$ cat src/rtl/serial_addsub.sv
`default_nettype none
// ============================================================================
// Module   : serial_addsub
// Purpose  : Bit-serial N-bit adder/subtractor. A single 1-bit full-adder
//            cell plus a carry flip-flop processes the operands LSB-first,
//            one bit per clock, and returns a parallel registered result.
// Ports    : clk    - rising-edge clock
//            rst_n  - asynchronous active-low reset
//            start  - request, sampled only while ready=1
//            ready  - idle and able to accept an operation
//            a, b   - operands, captured on acceptance
//            sub    - 0: A+B, 1: A-B (captured on acceptance)
//            sum    - registered result, held until the next done
//            co     - final carry-out (for subtraction: 1 = no borrow)
//            ovf    - signed two's-complement overflow
//            done   - one-cycle pulse marking new sum/co/ovf
// Revision : 1.0 - initial release
// ============================================================================

// ----------------------------------------------------------------------------
// 1-bit full-adder cell shared by the serial datapath.
// ----------------------------------------------------------------------------
module serial_addsub_fa (
  input  logic x,
  input  logic y,
  input  logic ci,
  output logic s,
  output logic c
);

  assign s = x ^ y ^ ci;
  assign c = (x & y) | (x & ci) | (y & ci);

endmodule

// ----------------------------------------------------------------------------
// Serial adder/subtractor top.
// ----------------------------------------------------------------------------
module serial_addsub #(
  parameter int N = 8
) (
  input  logic         clk,
  input  logic         rst_n,
  input  logic         start,
  output logic         ready,
  input  logic [N-1:0] a,
  input  logic [N-1:0] b,
  input  logic         sub,
  output logic [N-1:0] sum,
  output logic         co,
  output logic         ovf,
  output logic         done
);

  localparam int            CW     = (N > 2) ? $clog2(N) : 1;
  localparam logic [CW-1:0] C_LAST = CW'(N - 1);
  localparam logic [CW-1:0] C_ONE  = CW'(1);

  typedef enum logic [1:0] {
    S_IDLE = 2'd0,
    S_BUSY = 2'd1,
    S_DONE = 2'd2
  } state_t;

  state_t r_state;
  state_t w_next_state;

  // Operand shift registers, result shift register and serial carry.
  logic [N-1:0]  r_sa;
  logic [N-1:0]  r_sb;
  logic [N-1:0]  r_res;
  logic          r_carry;
  logic [CW-1:0] r_cnt;

  // Output registers, kept apart from the working registers so the last
  // result stays visible while a new operation is in flight.
  logic [N-1:0]  r_sum;
  logic          r_co;
  logic          r_ovf;

  logic          w_s;
  logic          w_c;
  logic          w_accept;
  logic          w_last;

  // --------------------------------------------------------------------------
  // Full-adder cell on the current LSBs.
  // --------------------------------------------------------------------------
  serial_addsub_fa u_fa (
    .x  (r_sa[0]),
    .y  (r_sb[0]),
    .ci (r_carry),
    .s  (w_s),
    .c  (w_c)
  );

  assign w_accept = (r_state == S_IDLE) && start;
  assign w_last   = (r_state == S_BUSY) && (r_cnt == C_LAST);

  // --------------------------------------------------------------------------
  // FSM state register.
  // --------------------------------------------------------------------------
  always_ff @(posedge clk or negedge rst_n) begin
    if (!rst_n) begin
      r_state <= S_IDLE;
    end else begin
      r_state <= w_next_state;
    end
  end

  // --------------------------------------------------------------------------
  // FSM next-state and decoded outputs. ready and done decode directly from
  // the state register, so reset drives them to their idle values at once.
  // --------------------------------------------------------------------------
  always_comb begin
    w_next_state = r_state;
    ready        = 1'b0;
    done         = 1'b0;
    case (r_state)
      S_IDLE: begin
        ready = 1'b1;
        if (start) begin
          w_next_state = S_BUSY;
        end
      end
      S_BUSY: begin
        if (r_cnt == C_LAST) begin
          w_next_state = S_DONE;
        end
      end
      S_DONE: begin
        done         = 1'b1;
        w_next_state = S_IDLE;
      end
      default: begin
        w_next_state = S_IDLE;
      end
    endcase
  end

  // --------------------------------------------------------------------------
  // Serial datapath.
  // Subtraction is A + ~B + 1: B is inverted on load and the carry is seeded
  // with sub.
  // --------------------------------------------------------------------------
  always_ff @(posedge clk or negedge rst_n) begin
    if (!rst_n) begin
      r_sa    <= '0;
      r_sb    <= '0;
      r_res   <= '0;
      r_carry <= 1'b0;
      r_cnt   <= '0;
    end else if (w_accept) begin
      r_sa    <= a;
      r_sb    <= sub ? ~b : b;
      r_carry <= sub;
      r_cnt   <= '0;
    end else if (r_state == S_BUSY) begin
      r_sa    <= {1'b0, r_sa[N-1:1]};
      r_sb    <= {1'b0, r_sb[N-1:1]};
      r_res   <= {w_s, r_res[N-1:1]};
      r_carry <= w_c;
      r_cnt   <= r_cnt + C_ONE;
    end
  end

  // --------------------------------------------------------------------------
  // Result registers, loaded on the edge that processes the MSB (entering
  // DONE). At that edge r_carry still holds the carry into the MSB, so the
  // overflow is that carry-in XOR the final carry-out.
  // --------------------------------------------------------------------------
  always_ff @(posedge clk or negedge rst_n) begin
    if (!rst_n) begin
      r_sum <= '0;
      r_co  <= 1'b0;
      r_ovf <= 1'b0;
    end else if (w_last) begin
      r_sum <= {w_s, r_res[N-1:1]};
      r_co  <= w_c;
      r_ovf <= r_carry ^ w_c;
    end
  end

  assign sum = r_sum;
  assign co  = r_co;
  assign ovf = r_ovf;

endmodule

`default_nettype wire

$ cat config.mk
export PLATFORM = sky130hd
export DESIGN_NAME = serial_addsub
export DESIGN_NICKNAME = d
export VERILOG_FILES = /design/src/rtl/serial_addsub.sv
export SDC_FILE = /design/constraint.sdc
export NUM_CORES = 1
export LEC_CHECK = 0
export ABC_AREA = 1
export CAP_MARGIN = 20
export CORE_MARGIN = 10
export CORE_UTILIZATION = 30
export CTS_CLUSTER_DIAMETER = 60
export DETAILED_ROUTE_END_ITERATION = 10
export SETUP_SLACK_MARGIN = 0.3
export SYNTH_ARGS = -nofsm -noshare
export SYNTH_HDL_FRONTEND = slang
export SYNTH_SLANG_ARGS = --single-unit
$ cat constraint.sdc
create_clock -name clk -period 1.5 [get_ports clk]
set_input_delay 0.225 -clock clk [delete_from_list [all_inputs] [get_ports clk]]
set_output_delay 0.225 -clock clk [all_outputs]
set_load 0.05 [all_outputs]
==> impl_metrics.csv <==
group,metric,value,unit
run_status,status,"complete, no violations",
timing,setup_tns,0,ns
critical_path,cpPeakStageDelay,0.45,ns
synthesis,synth_top_family_by_area,"simple AND/OR/NAND/NOR gates",
routing,drt-total-wl,4590,um
routing,antenna_left,0,
synthesis,synthMuxAreaShare,0,%
critical_path,crit_path_top_delay_cell,"dfrtp_2",
routing,drt_iter0_markers,104,
critical_path,arrival,1.10,ns
clocking,h-tree-depth,2,
floorplanning,coreArea,5990,um^2
timing,fin_crit,1.33,ns
clocking,clk_path_buf_depth,2,
critical_path,start_kind,"flop",
placement,place_area,2330,um^2
hold_path,hold_path.class,"in2reg",
synthesis,syn-num-nets,246,
global_route,grt_max_degree,40,
global_route,track_usage,9.28,%
synthesis,ys_ff_latch,39,
critical_path,cpLargestDelayFamily,"flip-flops",
critical_path,rr_endpoint,"sum[4]$_DFFE_PN0P_",
global_route,globalRoute.totalOverflow,0,
synthesis,synthArstFlopShare,100,%
synthesis,yosys.area_share.simple,31.0,%
floorplanning,die_h,99.2,um
clocking,clk_latency,0.29,ns
routing,drc,0,
critical_path,reg2regPathDepth,6,
clocking,clock-sinks,39,
layout,nets,306,
timing,rsz0062_at_grt,"true",
placement,io_buffers,31,
floorplanning,dieArea,9840,um^2
critical_path,worstSetupEndpoint,"done",
synthesis,synth_area,1880,um^2
power,p_leak,1.37,nW
flow_run,maxCapViolCount,0,
critical_path,regToRegStartpoint,"r_state[1]$_DFFE_PN0P_",
layout,final_cells,359,
synthesis,ys_types,19,
critical_path,worstSetupPathType,"reg2out",
critical_path,cp.depth,3,
floorplanning,boundaryPins,32,
timing,slew_headroom,67.5,%
synthesis,synthFlopType,"dfrtp_1",
synthesis,synth_edf_count,0,
synthesis,synth_most_common_cell,"nand2_1",
power,ir_drop,925,uV
synthesis,synth.area.top_cells,"dfrtp_1, nand2_1, nand3_1, o21ai_2, inv_1",
synthesis,synth-xor-area-share,0.931,%
placement,gp_congestion,0.784,
synthesis,avgSynthCellArea,8.44,um^2
critical_path,worstSetupStartpoint,"r_state[0]$_DFFE_PN0P_",
synthesis,synth_top_area_cell,"dfrtp_1",
critical_path,endpoint_kind,"output pin",
timing,whs,0.474,ns
clocking,clk_pin_slew,0.07,ns
critical_path,cp_max_fo,4,
power,power.density,2010,nW/um^2
routing,routedWlPerCell,12.8,um
floorplanning,start_util,31.4,%
timing,max_freq,0.752,GHz
synthesis,synthesis.instances,223,
timing,hold_violations,0,
floorplanning,fp-row-count,28,
layout,stdcell_area,2780,um^2
clocking,cts_buffers,5,
timing,drv_slew,0,
clocking,cts-root-buf,"clkbuf_8",
critical_path,crit_buf_inv,2,
routing,vias,1617,
synthesis,yosysSeqAreaShare,51.9,%
timing,setup_viol,0,
timing,clock_skew,0.00491,ns
timing,tightest_slew,0.487,ns
critical_path,r2r_slack,0.22,ns
timing,fin_crit_sh,88.6,%
critical_path,path_cells,"buf_6 -> nor2_4 -> buf_12",
floorplanning,die_w,99.2,um
global_route,grt_pass1_wl,7620,um
routing,vias_per_cell,4.50,
routing,first_pass_iters,4,
synthesis,synth_warnings,0,
global_route,grt_pass1_vias,1682,
critical_path,worstPathRequired,1.27,ns
global_route,antenna_found_initial,0,
placement,hpwl,2750,um
placement,placed_cells,326,
clocking,cts_tree,"yes",
synthesis,synth_compound_area_share,6.12,%
layout,antenna_cells,0,
layout,drive_above_1_share,28.5,%
synthesis,synth_fa_ha_area_share,2.39,%
layout,synthToLayoutAreaGrowth,47.8,%
power,p_total,5.60,mW
synthesis,synth_top_area_share,51.9,%
layout,nFillCells,565,
synthesis,synthTopCellsByCount,"nand2_1, dfrtp_1, nand3_1, inv_1, o21ai_0",
## metrics by stage
stage | setup slack (ns) | util (%)
final | 0.170 | 46.4
after global routing | 0.124 | 46.4
after floorplan | 0.267 | -
after global placement | -0.0723 | 38.8
after CTS | 0.166 | 43.7
after detailed placement | -0.108 | 38.8
## worst reg2reg max path, stage by stage, from the launching register on
cell and delay [ns]:
dfrtp_2 0.46, buf_4 0.16, nor2_4 0.13, buf_12 0.16
nand2_8 0.06, buf_4 0.14, o21ai_2 0.10
## cell families (layout without fill, tap and decap cells)
kind of cell / after synthesis / in the layout
AO/OA/AOI/OAI: 17 / 20
AND/OR/NAND/NOR: 135 / 139
buffers and inverters: 27 / 81
flip-flops: 39 / 39
XOR/XNOR: 2 / 2
adder cells (fa/ha/maj): 3 / 3
## worst min path at each step
stage,start,end,slack [ns],cells after the start
floorplan,rst_n,co$_DFFE_PN0P_,-0.07,0
global placement,rst_n,sum[4]$_DFFE_PN0P_,0.31,2
detailed placement,rst_n,sum[4]$_DFFE_PN0P_,0.31,2
CTS,a[7],r_sa[7]$_DFFE_PN0P_,0.48,3
global route,a[7],r_sa[7]$_DFFE_PN0P_,0.47,3
finish,a[7],r_sa[7]$_DFFE_PN0P_,0.47,3
## cell usage in the layout, fill, tap and decap left out
| cell type | Yosys | layout |
|---|---|---|
| nand2_1 | 105 | 99 |
| inv_2 | 1 | 1 |
| clkinv_2 | 0 | 1 |
| inv_6 | 0 | 1 |
| buf_6 | 5 | 2 |
| o21ai_2 | 8 | 10 |
| fa_2 | 0 | 1 |
| clkbuf_8 | 0 | 6 |
| ha_4 | 0 | 1 |
| nand3b_1 | 5 | 5 |
| o21ai_4 | 0 | 2 |
| nor2_4 | 2 | 5 |
| dfrtp_2 | 0 | 2 |
| dlygate4sd3_1 | 0 | 1 |
| xor2_1 | 2 | 2 |
| nand2_8 | 0 | 3 |
| nand2_2 | 1 | 6 |
| buf_4 | 0 | 22 |
| o21ai_0 | 9 | 8 |
| ha_2 | 0 | 1 |
| nand2_4 | 2 | 3 |
| bufinv_16 | 0 | 1 |
| buf_2 | 3 | 1 |
| clkinv_4 | 0 | 1 |
| buf_12 | 0 | 9 |
| inv_4 | 1 | 1 |
| dlymetal6s2s_1 | 0 | 1 |
| dfrtp_1 | 39 | 37 |
| inv_1 | 17 | 15 |
| nand3_1 | 18 | 18 |
| clkdlybuf4s50_1 | 0 | 17 |
| buf_8 | 0 | 1 |
## power by group
group | internal, mW | total [mW] | switching, mW | leakage, nW
clock network | 0.538 | 0.904 | 0.366 | 0.0612
logic | 1.24 | 2.87 | 1.63 | 0.807
registers | 1.50 | 1.82 | 0.322 | 0.497
total | 3.28 | 5.60 | 2.32 | 1.37
## per-layer routing
layer | global-route usage [%] | vias up | share of wire (%)
met1 | 10.3 | 751 | 43
met5 | 0 | - | 0
met2 | 15.8 | 33 | 51
met4 | 3.31 | 0 | 1.4
li1 | - | 828 | -
met3 | 3.53 | 5 | 4.9
## repair_timing
item / in CTS / in global routing
resized for setup: 14 / 19
hold buffers: 1 / 0
endpoints found under the hold margin: 28 / 0
gates cloned: 2 / 5
pin swaps: 11 / 4
buffers inserted: 11 / 6
setup endpoints to repair: 34 / 33
## state kept, by name, indices dropped and copies added (netlist names)
register  count
r_cnt         3
ovf           1
co            1
r_carry       1
r_res         7
sum           8
r_sa          8
r_state       2
r_sb          8
## area by class of cell
| type | count | area (um^2) | area share, % |
|---|---|---|---|
| Sequential cell | 39 | 978 | 35.2 |
| Multi-Input combinational cell | 164 | 927 | 33.3 |
| Timing Repair Buffer | 54 | 581 | 20.9 |
| Tap cell | 75 | 93.8 | 3.37 |
| Inverter | 19 | 83.8 | 3.01 |
| Clock buffer | 6 | 82.6 | 2.97 |
| Clock inverter | 2 | 35.0 | 1.26 |
No activity file was read; power rests on OpenSTA's default activity.
